$ cat src/rtl/ring_host_pkg.sv
// ring_host_pkg: shared definitions for the ring host interface.
//   - default widths for ring indices and host register addresses
//   - host register byte offsets
//   - writeback FSM state and round-robin grant encodings
package ring_host_pkg;

  localparam int C_IDX_BITS_DEFAULT  = 12;
  localparam int C_ADDR_BITS_DEFAULT = 6;

  // Host register byte offsets
  localparam int unsigned REG_CTRL          = 'h00;
  localparam int unsigned REG_IRQ_STAT      = 'h04;
  localparam int unsigned REG_INB_BASE      = 'h10;
  localparam int unsigned REG_INB_CONS_ADDR = 'h14;
  localparam int unsigned REG_INB_PROD_IDX  = 'h18;
  localparam int unsigned REG_INB_CONS_IDX  = 'h1C;
  localparam int unsigned REG_OUT_BASE      = 'h20;
  localparam int unsigned REG_OUT_PROD_ADDR = 'h24;
  localparam int unsigned REG_OUT_CONS_IDX  = 'h28;
  localparam int unsigned REG_OUT_PROD_IDX  = 'h2C;
  localparam int unsigned REG_IRQ_EN        = 'h30;
  localparam int unsigned REG_COALESCE      = 'h34;

  typedef enum logic [1:0] {
    IDLE   = 2'd0,
    WB_IN  = 2'd1,
    WB_OUT = 2'd2
  } wb_state_e;

  // Which ring was served last; reset value (OUT) makes a tie right after
  // reset go to the inband ring first.
  typedef enum logic {
    GRANT_OUT = 1'b0,
    GRANT_IN  = 1'b1
  } grant_e;

endpackage

$ cat src/rtl/ring_host_if_if.sv
// ring_host_if_if: single-beat memory writeback bus.
//   wb_req  : request valid, driven by the master
//   wb_addr : 32-bit writeback address
//   wb_data : 32-bit writeback data (zero-extended ring index)
//   wb_ack  : request accepted, driven by the slave
// Handshake: the master raises wb_req with wb_addr/wb_data and holds all
// three stable until it samples wb_ack=1 on a rising edge; that edge
// completes the transfer and wb_req is low the following cycle. wb_ack is
// only meaningful while wb_req=1.
interface ring_host_if_if;
  logic        wb_req;
  logic [31:0] wb_addr;
  logic [31:0] wb_data;
  logic        wb_ack;

  modport master (output wb_req, output wb_addr, output wb_data, input wb_ack);
  modport slave  (input wb_req, input wb_addr, input wb_data, output wb_ack);
endinterface

$ cat src/rtl/ring_wb_arb.sv
// ring_wb_arb: firmware index change detection and writeback sequencing.
// Ports:
//   sys_clk, sys_rst_n      clock, synchronous active-low reset
//   ring_enable             detection and new writebacks only while 1
//   inband_cons_index       firmware inband consumer index
//   outband_prod_index      firmware outband producer index
//   inband_cons_addr        writeback address for the inband index
//   outband_prod_addr       writeback address for the outband index
//   wb                      writeback bus (master side)
//   out_acked               pulse: an outband writeback is acked this cycle
//   state                   FSM state, for debug
module ring_wb_arb
  import ring_host_pkg::*;
#(
  parameter int C_IDX_BITS = C_IDX_BITS_DEFAULT
) (
  input  logic                  sys_clk,
  input  logic                  sys_rst_n,
  input  logic                  ring_enable,
  input  logic [C_IDX_BITS-1:0] inband_cons_index,
  input  logic [C_IDX_BITS-1:0] outband_prod_index,
  input  logic [31:0]           inband_cons_addr,
  input  logic [31:0]           outband_prod_addr,
  ring_host_if_if.master        wb,
  output logic                  out_acked,
  output wb_state_e             state
);

  logic                  in_dirty;
  logic                  out_dirty;
  logic [C_IDX_BITS-1:0] last_in;
  logic [C_IDX_BITS-1:0] last_out;
  grant_e                last_grant;

  assign out_acked = (state == WB_OUT) && wb.wb_ack;

  always_ff @(posedge sys_clk) begin
    if (!sys_rst_n) begin
      state       <= IDLE;
      in_dirty    <= 1'b0;
      out_dirty   <= 1'b0;
      last_in     <= '0;
      last_out    <= '0;
      last_grant  <= GRANT_OUT;
      wb.wb_req   <= 1'b0;
      wb.wb_addr  <= '0;
      wb.wb_data  <= '0;
    end else begin
      // Change detection. While disabled the shadows follow the inputs so
      // enabling the ring does not replay stale changes.
      if (ring_enable) begin
        if (inband_cons_index != last_in)   in_dirty  <= 1'b1;
        if (outband_prod_index != last_out) out_dirty <= 1'b1;
      end else begin
        last_in   <= inband_cons_index;
        last_out  <= outband_prod_index;
        in_dirty  <= 1'b0;
        out_dirty <= 1'b0;
      end

      // Capture assignments below override the dirty updates above, so a
      // flag cleared at capture stays clear unless the index moves again.
      case (state)
        IDLE: begin
          if (ring_enable && in_dirty && (!out_dirty || last_grant == GRANT_OUT)) begin
            last_in    <= inband_cons_index;
            in_dirty   <= 1'b0;
            wb.wb_data <= 32'(inband_cons_index);
            wb.wb_addr <= inband_cons_addr;
            wb.wb_req  <= 1'b1;
            last_grant <= GRANT_IN;
            state      <= WB_IN;
          end else if (ring_enable && out_dirty) begin
            last_out   <= outband_prod_index;
            out_dirty  <= 1'b0;
            wb.wb_data <= 32'(outband_prod_index);
            wb.wb_addr <= outband_prod_addr;
            wb.wb_req  <= 1'b1;
            last_grant <= GRANT_OUT;
            state      <= WB_OUT;
          end
        end
        WB_IN, WB_OUT: begin
          // Finishes even if ring_enable dropped meanwhile.
          if (wb.wb_ack) begin
            wb.wb_req <= 1'b0;
            state     <= IDLE;
          end
        end
        default: begin
          wb.wb_req <= 1'b0;
          state     <= IDLE;
        end
      endcase
    end
  end

endmodule

$ cat src/rtl/ring_host_if.sv
// ring_host_if: host-side ring configuration and index writeback block.
// Holds the ring configuration registers and the inband doorbell, writes
// firmware index updates back to host memory and raises host_irq on
// outband progress.
// Optional feature macro: RING_HOST_COALESCE_EN (interrupt coalescing via
// register 0x34).
// Ports:
//   sys_clk, sys_rst_n                clock, synchronous active-low reset
//   host_wr/host_addr/host_wdata      single-cycle register write
//   host_rdata                        combinational read of host_addr
//   ring_enable                       ring enable to the bridge
//   inband_base, inband_cons_addr     inband ring base / cons writeback addr
//   inband_prod_index                 host doorbell
//   inband_cons_index                 firmware inband consumer index
//   outband_base, outband_prod_addr   outband ring base / prod writeback addr
//   outband_cons_index                host outband consumer index
//   outband_prod_index                firmware outband producer index
//   wb                                writeback bus (master)
//   host_irq                          level interrupt
//   dbg_state                         writeback FSM state, for debug
module ring_host_if
  import ring_host_pkg::*;
#(
  parameter int C_IDX_BITS  = C_IDX_BITS_DEFAULT,
  parameter int C_ADDR_BITS = C_ADDR_BITS_DEFAULT
) (
  input  logic                   sys_clk,
  input  logic                   sys_rst_n,
  input  logic                   host_wr,
  input  logic [C_ADDR_BITS-1:0] host_addr,
  input  logic [31:0]            host_wdata,
  output logic [31:0]            host_rdata,
  output logic                   ring_enable,
  output logic [31:0]            inband_base,
  output logic [31:0]            inband_cons_addr,
  output logic [C_IDX_BITS-1:0]  inband_prod_index,
  input  logic [C_IDX_BITS-1:0]  inband_cons_index,
  output logic [31:0]            outband_base,
  output logic [31:0]            outband_prod_addr,
  output logic [C_IDX_BITS-1:0]  outband_cons_index,
  input  logic [C_IDX_BITS-1:0]  outband_prod_index,
  ring_host_if_if.master         wb,
  output logic                   host_irq,
  output wb_state_e              dbg_state
);

  localparam logic [C_ADDR_BITS-1:0] A_CTRL          = C_ADDR_BITS'(REG_CTRL);
  localparam logic [C_ADDR_BITS-1:0] A_IRQ_STAT      = C_ADDR_BITS'(REG_IRQ_STAT);
  localparam logic [C_ADDR_BITS-1:0] A_INB_BASE      = C_ADDR_BITS'(REG_INB_BASE);
  localparam logic [C_ADDR_BITS-1:0] A_INB_CONS_ADDR = C_ADDR_BITS'(REG_INB_CONS_ADDR);
  localparam logic [C_ADDR_BITS-1:0] A_INB_PROD_IDX  = C_ADDR_BITS'(REG_INB_PROD_IDX);
  localparam logic [C_ADDR_BITS-1:0] A_INB_CONS_IDX  = C_ADDR_BITS'(REG_INB_CONS_IDX);
  localparam logic [C_ADDR_BITS-1:0] A_OUT_BASE      = C_ADDR_BITS'(REG_OUT_BASE);
  localparam logic [C_ADDR_BITS-1:0] A_OUT_PROD_ADDR = C_ADDR_BITS'(REG_OUT_PROD_ADDR);
  localparam logic [C_ADDR_BITS-1:0] A_OUT_CONS_IDX  = C_ADDR_BITS'(REG_OUT_CONS_IDX);
  localparam logic [C_ADDR_BITS-1:0] A_OUT_PROD_IDX  = C_ADDR_BITS'(REG_OUT_PROD_IDX);
  localparam logic [C_ADDR_BITS-1:0] A_IRQ_EN        = C_ADDR_BITS'(REG_IRQ_EN);
`ifdef RING_HOST_COALESCE_EN
  localparam logic [C_ADDR_BITS-1:0] A_COALESCE      = C_ADDR_BITS'(REG_COALESCE);
`endif

  logic irq_pending;
  logic irq_en;
  logic out_acked;
  logic w1c;
  logic pend_set;

  assign w1c = host_wr && (host_addr == A_IRQ_STAT) && host_wdata[0];

`ifdef RING_HOST_COALESCE_EN
  logic [7:0] coal_count;
  logic [7:0] coal_acks;
  logic [7:0] coal_next;

  // Saturating count of outband acks since the last W1C.
  assign coal_next = (coal_acks == 8'hFF) ? 8'hFF : coal_acks + 8'd1;
  assign pend_set  = out_acked && ((coal_count == 8'd0) || (coal_next >= coal_count));
`else
  assign pend_set  = out_acked;
`endif

  ring_wb_arb #(
    .C_IDX_BITS (C_IDX_BITS)
  ) u_arb (
    .sys_clk            (sys_clk),
    .sys_rst_n          (sys_rst_n),
    .ring_enable        (ring_enable),
    .inband_cons_index  (inband_cons_index),
    .outband_prod_index (outband_prod_index),
    .inband_cons_addr   (inband_cons_addr),
    .outband_prod_addr  (outband_prod_addr),
    .wb                 (wb),
    .out_acked          (out_acked),
    .state              (dbg_state)
  );

  always_ff @(posedge sys_clk) begin
    if (!sys_rst_n) begin
      ring_enable        <= 1'b0;
      inband_base        <= '0;
      inband_cons_addr   <= '0;
      inband_prod_index  <= '0;
      outband_base       <= '0;
      outband_prod_addr  <= '0;
      outband_cons_index <= '0;
      irq_en             <= 1'b0;
      irq_pending        <= 1'b0;
      host_irq           <= 1'b0;
`ifdef RING_HOST_COALESCE_EN
      coal_count         <= '0;
      coal_acks          <= '0;
`endif
    end else begin
      if (host_wr) begin
        case (host_addr)
          A_CTRL:          ring_enable        <= host_wdata[0];
          A_INB_BASE:      inband_base        <= host_wdata;
          A_INB_CONS_ADDR: inband_cons_addr   <= host_wdata;
          A_INB_PROD_IDX:  inband_prod_index  <= host_wdata[C_IDX_BITS-1:0];
          A_OUT_BASE:      outband_base       <= host_wdata;
          A_OUT_PROD_ADDR: outband_prod_addr  <= host_wdata;
          A_OUT_CONS_IDX:  outband_cons_index <= host_wdata[C_IDX_BITS-1:0];
          A_IRQ_EN:        irq_en             <= host_wdata[0];
`ifdef RING_HOST_COALESCE_EN
          A_COALESCE:      coal_count         <= host_wdata[7:0];
`endif
          default: ;
        endcase
      end

      // A set in the same cycle as a W1C wins.
      irq_pending <= pend_set | (irq_pending & ~w1c);
      host_irq    <= irq_pending & irq_en;

`ifdef RING_HOST_COALESCE_EN
      if (w1c)            coal_acks <= out_acked ? 8'd1 : 8'd0;
      else if (out_acked) coal_acks <= coal_next;
`endif
    end
  end

  always_comb begin
    host_rdata = '0;
    case (host_addr)
      A_CTRL:          host_rdata = {31'd0, ring_enable};
      A_IRQ_STAT:      host_rdata = {31'd0, irq_pending};
      A_INB_BASE:      host_rdata = inband_base;
      A_INB_CONS_ADDR: host_rdata = inband_cons_addr;
      A_INB_PROD_IDX:  host_rdata = 32'(inband_prod_index);
      A_INB_CONS_IDX:  host_rdata = 32'(inband_cons_index);
      A_OUT_BASE:      host_rdata = outband_base;
      A_OUT_PROD_ADDR: host_rdata = outband_prod_addr;
      A_OUT_CONS_IDX:  host_rdata = 32'(outband_cons_index);
      A_OUT_PROD_IDX:  host_rdata = 32'(outband_prod_index);
      A_IRQ_EN:        host_rdata = {31'd0, irq_en};
`ifdef RING_HOST_COALESCE_EN
      A_COALESCE:      host_rdata = {24'd0, coal_count};
`endif
      default:         host_rdata = '0;
    endcase
  end

endmodule
$ cat src/flat_wrapper.sv
// flat-port wrapper written by rule: the top's interface ports become plain ports
module ring_host_if_flat import ring_host_pkg::*;
#(
  parameter int C_IDX_BITS  = C_IDX_BITS_DEFAULT,
  parameter int C_ADDR_BITS = C_ADDR_BITS_DEFAULT
)
  (sys_clk, sys_rst_n, host_wr, host_addr, host_wdata, host_rdata, ring_enable, inband_base, inband_cons_addr, inband_prod_index, inband_cons_index, outband_base, outband_prod_addr, outband_cons_index, outband_prod_index, host_irq, dbg_state, wb_wb_req, wb_wb_addr, wb_wb_data, wb_wb_ack);
  ring_host_if_if wb_i ();
  input  logic sys_clk;
  input  logic sys_rst_n;
  input  logic host_wr;
  input  logic [C_ADDR_BITS-1:0] host_addr;
  input  logic [31:0] host_wdata;
  output logic [31:0] host_rdata;
  output logic ring_enable;
  output logic [31:0] inband_base;
  output logic [31:0] inband_cons_addr;
  output logic [C_IDX_BITS-1:0] inband_prod_index;
  input  logic [C_IDX_BITS-1:0] inband_cons_index;
  output logic [31:0] outband_base;
  output logic [31:0] outband_prod_addr;
  output logic [C_IDX_BITS-1:0] outband_cons_index;
  input  logic [C_IDX_BITS-1:0] outband_prod_index;
  output logic host_irq;
  output wb_state_e dbg_state;
  output wire logic [$bits(wb_i.wb_req)-1:0] wb_wb_req;
  output wire logic [$bits(wb_i.wb_addr)-1:0] wb_wb_addr;
  output wire logic [$bits(wb_i.wb_data)-1:0] wb_wb_data;
  input wire logic [$bits(wb_i.wb_ack)-1:0] wb_wb_ack;
  assign wb_wb_req = wb_i.wb_req;
  assign wb_wb_addr = wb_i.wb_addr;
  assign wb_wb_data = wb_i.wb_data;
  assign wb_i.wb_ack = wb_wb_ack;
  ring_host_if #(.C_IDX_BITS(C_IDX_BITS), .C_ADDR_BITS(C_ADDR_BITS)) u_core (.sys_clk(sys_clk), .sys_rst_n(sys_rst_n), .host_wr(host_wr), .host_addr(host_addr), .host_wdata(host_wdata), .host_rdata(host_rdata), .ring_enable(ring_enable), .inband_base(inband_base), .inband_cons_addr(inband_cons_addr), .inband_prod_index(inband_prod_index), .inband_cons_index(inband_cons_index), .outband_base(outband_base), .outband_prod_addr(outband_prod_addr), .outband_cons_index(outband_cons_index), .outband_prod_index(outband_prod_index), .wb(wb_i), .host_irq(host_irq), .dbg_state(dbg_state));
endmodule
$ cat config.mk
export PLATFORM = sky130hd
export DESIGN_NAME = ring_host_if_flat
export DESIGN_NICKNAME = d
export VERILOG_FILES = /design/src/rtl/ring_host_pkg.sv /design/src/rtl/ring_host_if_if.sv /design/src/rtl/ring_wb_arb.sv /design/src/rtl/ring_host_if.sv /design/src/flat_wrapper.sv
export SDC_FILE = /design/constraint.sdc
export NUM_CORES = 1
export LEC_CHECK = 0
export BUFFER_PORTS_ARGS = -buffer_cell sky130_fd_sc_hd__buf_2
export CAP_MARGIN = 0
export CORE_UTILIZATION = 55
export DETAILED_ROUTE_END_ITERATION = 10
export PLACE_DENSITY = 0.91
export SLEW_MARGIN = 10
export SYNTH_ARGS = -nofsm -noshare
export SYNTH_HDL_FRONTEND = slang
export SYNTH_HIERARCHICAL = 1
export SYNTH_SLANG_ARGS = --single-unit
$ cat constraint.sdc
create_clock -name sys_clk -period 4.1 [get_ports sys_clk]
set_input_delay 0.205 -clock sys_clk [delete_from_list [all_inputs] [get_ports sys_clk]]
set_output_delay 0.205 -clock sys_clk [all_outputs]
set_load 0.005 [all_outputs]
==> results.yml <==
logic_synthesis:
  synth.area.mux_share_pct: 5.864
  syn_area_um2: 10630
  ys.flop_type: "dfxtp_1"
  synth_top_area_share_pct: 43.33
  synth_compound_area_share_pct: 19.59
  synthDistinctLibCells: 49
  synth_top_family_by_area: "simple AND/OR/NAND/NOR gates"
  synth_common_cells: "nand2_1, dfxtp_1, nand3_1"
  syn_inst: 1258
  yosys_register_bits: 230
  yosys_warnings: 6
  synth_area_leaders: "dfxtp_1, nand2_1, mux2i_1"
  synth-simple-area-share_pct: 21.68
  syn_avg_cell_area_um2: 8.446
  synth_edf_count: 0
  ys_seq_area_share_pct: 43.33
  synth_top_area_cell: "dfxtp_1"
  synth_adder_area_share_pct: 0.2355
  synth-async-reset-ratio_pct: 0
  yosysMostFrequentCell: "nand2_1"
  synth_xor_area_share_pct: 1.978
route:
  post-route-drc-count: 0
  wl_per_cell_um: 19.71
  via_count: 10700
  drt-total-wl_mm: 35.26
  detail-route-antenna-nets: 0
  drt-initial-drc-count: 1351
  viasPerCell: 5.980
  firstDrtPassIters: 9
global_routing:
  first_global_vias: 9828
  grt-ovfl-total: 0
  grt_use_total_pct: 34.60
  grt_max_degree: 92
  antenna_found_initial: 0
  grt_pass1_wl_mm: 54.35
clocking:
  cts_buffers: 24
  htreeDepth: 1
  tritoncts: "built"
  cts_root_buf: "clkbuf_16"
  clock-sinks: 230
  cts.path.max_buffers: 3
  insertion_delay_ns: 0.51
  clkSlewWorstSetupHoldPaths_ns: 0.06
worst_setup_path:
  path_class: "input pin to output port"
  startpoint_type: "input pin"
  r2r_cells: 5
  cp_slowest_cell: "a2111oi_0"
  slowest_delay_ns: 1.19
  end_kind: "output port"
  critPathBufInv: 4
  reg2reg_to: "u_core/u_arb/wb.wb_addr[28]$_SDFFE_PN0P_"
  cp_max_fo: 24
  rr_startpoint: "u_core/u_arb/in_dirty$_SDFF_PN0_"
  path_cells: "buf_2, nor2b_1, buf_4, and2_1, buf_4, a2111oi_0, nand3_1, buf_2"
  r2r_setup_slack_ns: 1.74
  cp_data_arrival_time_ns: 2.56
  crit_family: "compound AO/OA/AOI/OAI gates"
  crit_required_ns: 3.89
pwr:
  total_power_mw: 4.736
  p_leak_nw: 5.522
  max-vdd-ir-drop_mv: 0.3299
  powerDensity_nw_per_um2: 364.5
timing:
  fin_crit_sh_pct: 67.45
  rsz0062_at_grt: "false"
  period_needed_ns: 2.765
  worst_pin_slew_ns: 1.341
  drv_slew: 0
  tns_ns: 0
  setup_viol: 0
  fin_skew_ns: 0.01033
  final_hold_viol_count: 0
  max_freq_mhz: 361.6
  maxSlewHeadroom_pct: 8.257
min_path:
  hold_path_class: "input pin to flip-flop"
  min-delay-start: "host_wdata[1]"
  whs_path_depth: 3
  min_to: "u_core/inband_base[1]$_SDFFE_PN0P_"
finish:
  antenna_cells: 0
  drive_gt1_share_pct: 24.79
  synthToLayoutAreaGrowth_pct: 22.28
  fin_nets: 1579
die:
  die_h_um: 141.0
  dieArea_um2: 19880
  rows: 50
  coreArea_um2: 18830
  io_pins: 319
  start_util_pct: 56.43
  die_w_um: 141.0
placed_design:
  port_buffers: 298
  hpwl_mm: 23.99
  finalWeightedCongestion: 0.9867
run:
  max-cap-violations: 0
status:
  status: "finished clean"
## worst max path at each step
| stage | startpoint | end | slack (ns) | depth (start not counted) |
|---|---|---|---|---|
| after floorplan | host_addr[4] | host_rdata[12] | 2.54 | 8 |
| after global placement | host_addr[5] | host_rdata[1] | 1.42 | 8 |
| after detailed placement | host_addr[5] | host_rdata[1] | 1.45 | 8 |
| after CTS | host_addr[5] | host_rdata[1] | 1.43 | 8 |
| after global routing | host_addr[5] | host_rdata[8] | 1.28 | 8 |
| final | host_addr[5] | host_rdata[8] | 1.33 | 8 |
## kinds of logic (layout without fill, tap and decap cells)
| kind of cell | Yosys count | count (layout) |
|---|---|---|
| AO/OA/AOI/OAI | 291 | 291 |
| XOR/XNOR | 24 | 24 |
| adder cells (fa/ha/maj) | 2 | 2 |
| buffers and inverters | 136 | 388 |
| flip-flops | 230 | 230 |
| multiplexers | 61 | 61 |
| other | 1 | 20 |
| AND/OR/NAND/NOR | 513 | 513 |
## cell usage in the layout, fill, tap and decap left out, drive strengths merged, types with 2 or more instances in the layout
cell,instances
a2111oi,12
a211oi,45
a21boi,101
a21oi,7
a222oi,20
a22oi,23
and2,5
and3,54
buf,312
clkbuf,35
clkinv,6
clkinvlp,2
conb,20
dfxtp,230
dlygate4sd3,27
ha,2
inv,5
mux2i,60
nand2,286
nand3,84
nand4,6
nor2,61
nor2b,6
nor3,3
nor4,3
nor4b,3
o21a,12
o21ai,66
xnor2,16
xor2,8
## per-stage QoR
stage	util, %	instances	area [um2]	worst slack [ns]	hold WS (ns)
global route	69.00	1789	12990	1.277	0.008591
floorplan	-	1277	10700	2.538	0.3211
detailed placement	63.20	1718	11900	1.451	0.4631
CTS	69.00	1789	12990	1.434	0.001499
finish	69.00	1789	12990	1.335	0.01192
global placement	63.20	1718	11900	1.424	0.4524
## tightest hold or removal path, delay by kind of cell
kind / cells / cell delay [ns]
compound gates: 1 / 0.05
buf+inv: 1 / 0.15
simple gates: 1 / 0.06
## layout make-up
class,instances,area (um2)
Inverter,5,18.77
Fill cell,1471,5838
Clock inverter,9,78.83
Tap cell,260,325.3
Sequential cell,230,4604
Clock buffer,35,743.2
Multi-Input combinational cell,911,5336
Timing Repair Buffer,339,1886
## flip-flops by register name, indices dropped and copies added, names as in the netlist, 2 cells and up
name                       flops
u_core/inband_cons_addr       32
u_core/outband_prod_addr      32
u_core/u_arb/state             2
u_core/u_arb/wb.wb_addr       32
u_core/inband_prod_index      12
u_core/outband_base           32
u_core/u_arb/last_in          12
u_core/inband_base            32
u_core/u_arb/last_out         12
u_core/u_arb/wb.wb_data       12
u_core/outband_cons_index     12
## repair_timing
item / 4_1_cts / 5_1_grt
gates resized for setup: 0 / 0
endpoints found under the setup margin: 0 / 0
setup buffers: 0 / 0
endpoints found under the hold margin: 92 / 0
hold buffers: 27 / 0
## metal layers
metal | track usage, % | vias to the layer above | share of wire (%) | routed length [um]
met2 | 52.74 | 727 | 44 | 15660
li1 | - | 4869 | - | -
met1 | 47.58 | 4971 | 41 | 14340
met3 | 6.895 | 132 | 11 | 3775
met4 | 14.93 | 0 | 4.2 | 1482
met5 | 0 | - | 0 | 0
## report_power, final
part,switching (mW),total (mW),leakage (nW),internal [mW]
registers,0.0155,2.27,1.86,2.25
clock network,0.887,2.21,0.406,1.32
logic,0.160,0.260,3.26,0.100
total,1.06,4.74,5.52,3.67
Power figures use the tool's default switching activity.
